===== src/rtl/hex_monitor.sv =====
// Multi-channel debug display: debounced channel select plus sequential
// double-dabble conversion onto active-low seven-segment digits.
module hex_monitor #(
  parameter int unsigned CHANNELS        = 4,
  parameter int unsigned VALUE_WIDTH     = 16,
  parameter int unsigned DIGITS          = 4,
  parameter int unsigned DEBOUNCE_CYCLES = 500000
) (
  input  logic                                              clk,
  input  logic                                              rst_n,
  input  logic [CHANNELS*VALUE_WIDTH-1:0]                   values,
  input  logic                                              btn_next_n,
  input  logic                                              hex_mode,
  input  logic                                              blank_lz,
  output logic [7*DIGITS-1:0]                               hex,
  output logic [((CHANNELS > 1) ? $clog2(CHANNELS) : 1)-1:0] channel,
  output logic                                              busy,
  output logic                                              overflow
);

  localparam int unsigned CH_W   = (CHANNELS > 1) ? $clog2(CHANNELS) : 1;
  localparam int unsigned DB_W   = (DEBOUNCE_CYCLES > 1) ? $clog2(DEBOUNCE_CYCLES) : 1;
  localparam int unsigned SC_W   = $clog2(VALUE_WIDTH);
  // Decimal digits of 2^VALUE_WIDTH-1: floor(W*log10(2)) + 1
  localparam int unsigned BCD_N  = (VALUE_WIDTH * 30103) / 100000 + 1;
  localparam int unsigned BCD_W  = 4 * BCD_N;
  localparam int unsigned DEC_N  = (BCD_N > DIGITS) ? BCD_N : DIGITS;
  localparam int unsigned DEC_W  = 4 * DEC_N;
  localparam int unsigned HEX_NB = (VALUE_WIDTH + 3) / 4;
  localparam int unsigned HEX_N  = (HEX_NB > DIGITS) ? HEX_NB : DIGITS;
  localparam int unsigned HEX_W  = 4 * HEX_N;

  localparam logic [6:0] SEG_BLANK = 7'h7F;
  localparam logic [6:0] SEG_DASH  = 7'b0111111;

  typedef enum logic [1:0] {IDLE, LOAD, SHIFT, DONE} state_t;

  function automatic logic [6:0] seg7(input logic [3:0] d);
    logic [6:0] s;
    case (d)
      4'h0: s = 7'b1000000;
      4'h1: s = 7'b1111001;
      4'h2: s = 7'b0100100;
      4'h3: s = 7'b0110000;
      4'h4: s = 7'b0011001;
      4'h5: s = 7'b0010010;
      4'h6: s = 7'b0000010;
      4'h7: s = 7'b1111000;
      4'h8: s = 7'b0000000;
      4'h9: s = 7'b0010000;
      4'hA: s = 7'b0001000;
      4'hB: s = 7'b0000011;
      4'hC: s = 7'b1000110;
      4'hD: s = 7'b0100001;
      4'hE: s = 7'b0000110;
      default: s = 7'b0001110;
    endcase
    return s;
  endfunction

  logic              sync1, sync2, acc, acc_d;
  logic [DB_W-1:0]   db_cnt;

  // Synchroniser and debouncer; accepted level idles high
  always_ff @(posedge clk or negedge rst_n) begin
    if (!rst_n) begin
      sync1  <= 1'b1;
      sync2  <= 1'b1;
      acc    <= 1'b1;
      acc_d  <= 1'b1;
      db_cnt <= '0;
    end else begin
      sync1 <= btn_next_n;
      sync2 <= sync1;
      acc_d <= acc;
      if (sync2 != acc) begin
        if (db_cnt == DB_W'(DEBOUNCE_CYCLES - 1)) begin
          acc    <= ~acc;
          db_cnt <= '0;
        end else begin
          db_cnt <= db_cnt + DB_W'(1);
        end
      end else begin
        db_cnt <= '0;
      end
    end
  end

  // Press (accepted 1->0) advances the channel with wrap
  always_ff @(posedge clk or negedge rst_n) begin
    if (!rst_n) begin
      channel <= '0;
    end else if (acc_d && !acc) begin
      if (channel == CH_W'(CHANNELS - 1)) channel <= '0;
      else                                channel <= channel + CH_W'(1);
    end
  end

  logic [VALUE_WIDTH-1:0] sel_c;

  always_comb begin
    sel_c = '0;
    for (int k = 0; k < int'(CHANNELS); k++) begin
      if (channel == CH_W'(k)) sel_c = values[k*VALUE_WIDTH +: VALUE_WIDTH];
    end
  end

  state_t            state, next_state;
  logic              load_c, shift_c, done_c;
  logic [SC_W-1:0]   bit_cnt;

  always_ff @(posedge clk or negedge rst_n) begin
    if (!rst_n) state <= IDLE;
    else        state <= next_state;
  end

  always_comb begin
    next_state = state;
    load_c     = 1'b0;
    shift_c    = 1'b0;
    done_c     = 1'b0;
    case (state)
      IDLE:  next_state = LOAD;
      LOAD:  begin
        load_c     = 1'b1;
        next_state = SHIFT;
      end
      SHIFT: begin
        shift_c = 1'b1;
        if (bit_cnt == SC_W'(VALUE_WIDTH - 1)) next_state = DONE;
      end
      DONE:  begin
        done_c     = 1'b1;
        next_state = IDLE;
      end
      default: next_state = IDLE;
    endcase
  end

  logic [VALUE_WIDTH-1:0] val, sh;
  logic [BCD_W-1:0]       bcd, adj_c;
  logic                   hex_s, blank_s;

  // Add-3 correction on every BCD nibble >= 5 before each shift
  always_comb begin
    adj_c = bcd;
    for (int n = 0; n < int'(BCD_N); n++) begin
      if (bcd[4*n +: 4] >= 4'd5) adj_c[4*n +: 4] = bcd[4*n +: 4] + 4'd3;
    end
  end

  logic [DEC_W-1:0] dec_pad;
  logic [HEX_W-1:0] hex_pad;
  logic [3:0]       nib;
  logic             lead;
  logic             ovf_c;
  logic [7*DIGITS-1:0] hex_c;

  // Digit selection, overflow detection and leading-zero blanking
  always_comb begin
    dec_pad = DEC_W'(bcd);
    hex_pad = HEX_W'(val);
    ovf_c   = 1'b0;
    hex_c   = '1;
    nib     = '0;
    lead    = blank_s;
    if (hex_s) begin
      for (int n = int'(DIGITS); n < int'(HEX_N); n++) ovf_c = ovf_c | (|hex_pad[4*n +: 4]);
    end else begin
      for (int n = int'(DIGITS); n < int'(DEC_N); n++) ovf_c = ovf_c | (|dec_pad[4*n +: 4]);
    end
    for (int i = int'(DIGITS) - 1; i >= 0; i--) begin
      nib = hex_s ? hex_pad[4*i +: 4] : dec_pad[4*i +: 4];
      if (ovf_c) begin
        hex_c[7*i +: 7] = SEG_DASH;
      end else if (lead && (i != 0) && (nib == 4'd0)) begin
        hex_c[7*i +: 7] = SEG_BLANK;
      end else begin
        lead            = 1'b0;
        hex_c[7*i +: 7] = seg7(nib);
      end
    end
  end

  always_ff @(posedge clk or negedge rst_n) begin
    if (!rst_n) begin
      val      <= '0;
      sh       <= '0;
      bcd      <= '0;
      bit_cnt  <= '0;
      hex_s    <= 1'b0;
      blank_s  <= 1'b0;
      hex      <= '1;
      overflow <= 1'b0;
      busy     <= 1'b0;
    end else begin
      busy <= (next_state != IDLE);
      if (load_c) begin
        val     <= sel_c;
        sh      <= sel_c;
        hex_s   <= hex_mode;
        blank_s <= blank_lz;
        bcd     <= '0;
        bit_cnt <= '0;
      end
      if (shift_c) begin
        bcd     <= {adj_c[BCD_W-2:0], sh[VALUE_WIDTH-1]};
        sh      <= {sh[VALUE_WIDTH-2:0], 1'b0};
        bit_cnt <= bit_cnt + SC_W'(1);
      end
      if (done_c) begin
        hex      <= hex_c;
        overflow <= ovf_c;
      end
    end
  end

endmodule


===== config.mk =====
export PLATFORM = sky130hd
export DESIGN_NAME = hex_monitor
export DESIGN_NICKNAME = d
export VERILOG_FILES = /design/src/rtl/hex_monitor.sv
export SDC_FILE = /design/constraint.sdc
export NUM_CORES = 1
export LEC_CHECK = 0
export CAP_MARGIN = 20
export CORE_MARGIN = 1.5
export CORE_UTILIZATION = 45
export CTS_CLUSTER_DIAMETER = 150
export DETAILED_ROUTE_END_ITERATION = 12
export PLACE_DENSITY = 0.68
export REMOVE_ABC_BUFFERS = 1
export SYNTH_ARGS = -nofsm -noshare
export SYNTH_HDL_FRONTEND = slang
export SYNTH_SLANG_ARGS = --single-unit

===== constraint.sdc =====
create_clock -name clk -period 6.85 [get_ports clk]
set_input_delay 1.37 -clock clk [delete_from_list [all_inputs] [get_ports clk]]
set_output_delay 1.37 -clock clk [all_outputs]
set_load 0.02 [all_outputs]

==> impl_metrics.tcl <==
set metrics [dict create \
    setup_viol 0 \
    synth_area_um2 7030 \
    vias 5860 \
    synth_xor_area_frac 0.0286 \
    reg2reg_from "hex_s" \
    crit_buf_inv 1 \
    min_path_type "register to register" \
    cts.sinks 115 \
    status "finished clean" \
    fill_cells 1294 \
    place_ws_ns 3.84 \
    antenna_left 0 \
    layout-drive-gt1-share 0.140 \
    cp-start-kind "register" \
    core_area_um2 15300 \
    grt_pass1_vias 5887 \
    via_per_inst 5.71 \
    layout.nets 916 \
    gp_congestion 0.901 \
    max_freq_mhz 327 \
    synth_compound_area_frac 0.188 \
    area_growth_pct 25.7 \
    power_leakage_nw 3.68 \
    final_util 0.579 \
    fin_crit_ns 3.06 \
    cts-resized-gates 0 \
    wl_per_cell_um 16.3 \
    grt_max_degree 69 \
    yosys.area.top_type_share 0.295 \
    cts_root_buf "clkbuf_16" \
    critPathKind "register to register" \
    grt_setup_unrepaired "false" \
    htree_levels 4 \
    p_per_area_nw_per_um2 290 \
    worstPathRequired_ns 7.20 \
    cts_buffers 17 \
    arrival_ns 3.41 \
    seq_area_um2 2920 \
    synth_top_family_by_area "compound AO/OA/AOI/OAI gates" \
    seq_area_frac_synth 0.415 \
    io_buffers 100 \
    grt_pass1_wl_um 28300 \
    crit_family "compound AO/OA/AOI/OAI gates" \
    cts_tree "done" \
    startpoint "hex_s" \
    io_pins 101 \
    ys_types 63 \
    maxSlewHeadroom 0.341 \
    critPathMaxFanout 29 \
    drc 0 \
    num_antenna_cells 0 \
    synthCells 714 \
    cpMaxStageDelayCell "mux2i_1" \
    async_flop_share 1.00 \
    cts_max_path_buffers 2 \
    yosys_warnings 0 \
    synth-main-ff-cell "dfrtp_1" \
    synth.most_common_cell "dfrtp_1" \
    synth_fa_ha_area_frac 0.0783 \
    synth_edf_count 0 \
    clk_latency_ns 0.42 \
    drt-total-wl_um 16700 \
    place_hpwl_um 11900 \
    ys_top_cells_by_area "dfrtp_1 30%, dfstp_2 12%, ha_1 7.8%" \
    synth-seq-cells 115 \
    synth_common_cells "83 x dfrtp_1, 51 x inv_1, 50 x nor2_1" \
    cts.clk_slew.worst_paths_ns 0.05 \
    slowest_delay_ns 0.62 \
    skew_ns 0.00714 \
    antenna_found_initial 0 \
    yosys.area.top_type "dfrtp_1" \
    worst_pin_slew_ns 0.961 \
    initial_utilization 0.461 \
    synth_simple_gate_area_frac 0.142 \
    fin_ws_ns 3.79 \
    worstHoldStart "sync1" \
    dieArea_um2 16400 \
    min_period_over_period 0.447 \
    ir_drop_mv 0.213 \
    slew_violations 0 \
    synth.area.mux_share 0.0987 \
    num_rows 45 \
    tns_ns 0 \
    firstDrtPassIters 7 \
    fp.dieW_um 128 \
    track_usage 0.218 \
    gr-total-overflow 0 \
    cts_setup_buffers 0 \
    holdBufCountCts 0 \
    cap_violations 0 \
    die_y_um 128 \
    first_iter_violations 421 \
    syn_area_per_cell_um2 9.85 \
    critPathCaptureType "register" \
    finalHoldViolations 0 \
    crit_chain "buf_4, mux2i_1, ha_1, nor4bb_1, o221a_2, a21o_1, o32a_1" \
    multi_input_area_um2 3770 \
]
per-layer routing:
layer | GRT usage | part of all wire | vias up
met5 | 0 | 0 | -
met4 | 0.0720 | 0.010 | 0
met3 | 0.0480 | 0.041 | 17
met2 | 0.357 | 0.49 | 167
met1 | 0.287 | 0.46 | 2870
li1 | - | - | 2806
registers in the layout, indices dropped and copies added, names as in the netlist, 2 cells and up:
name     flops
hex         28
bit_cnt      4
db_cnt      19
sh          16
bcd         20
hex_pad     16
channel      2
state        2
power breakdown:
group          total, mW  switching, mW  internal (mW)
Combinational      0.718          0.357          0.362
Sequential         0.917         0.0793          0.838
Clock              0.928          0.309          0.619
Total               2.56          0.745           1.82
worst paths after layout:
path                       cells after the start  slack [ns]  endpoint
setup / recovery                               7        3.79   hex[11]
hold / removal                                 0        0.36     sync2
setup reg to reg                               7        3.79   hex[11]
hold reg to reg                                0        0.36     sync2
max in group asynchronous                      2        4.57     sh[4]
min in group asynchronous                      1        1.00   bcd[11]
logic make-up after synthesis:
group	after synthesis
AOI/OAI and AO/OA	189
xor gates and xnor gates	23
adders and majority gates	44
buffers and inverters	88
DFF	115
muxes	60
and+or+nand+nor	195
layout make-up:
type	count	share of cell area
sequential	115	0.330
inverter	51	0.0217
tap	211	0.0299
clock buffer	24	0.0568
clock inverter	8	0.0139
multi-input combinational	511	0.427
timing repair buffer	107	0.121
through the flow:
stage | instance area (um2) | hold slack, ns | cells | power (mW)
floorplan | 6880 | 0.345 | 677 | 1.35
global placement | 8180 | 0.349 | 993 | 1.61
detailed placement | 8180 | 0.347 | 993 | 1.64
CTS | 8800 | 0.355 | 1025 | 2.58
global route | 8840 | 0.357 | 1027 | 2.68
finish | 8840 | 0.355 | 1027 | 2.56
cells in the final DEF (no fill, tap or decap), drive strengths merged, types with 8 or more instances in the layout:
cell type      netlist  routed
dfstp               32      32
mux2i               24      24
nand3               18      18
clkdlybuf4s50        0      99
o21ai               32      32
nand3b              14      14
nor2                50      50
dfrtp               83      83
clkbuf              27      24
buf                 10       8
xnor2               17      17
a31oi               29      29
nand2b              10      10
a311o               13      13
o32ai                8       8
a21oi               24      24
nor3                14      14
mux2                32      32
o22a                12      12
o22ai               25      25
inv                 51      51
nand2               46      46
ha                  44      44
(Power assumes the default switching activity.)
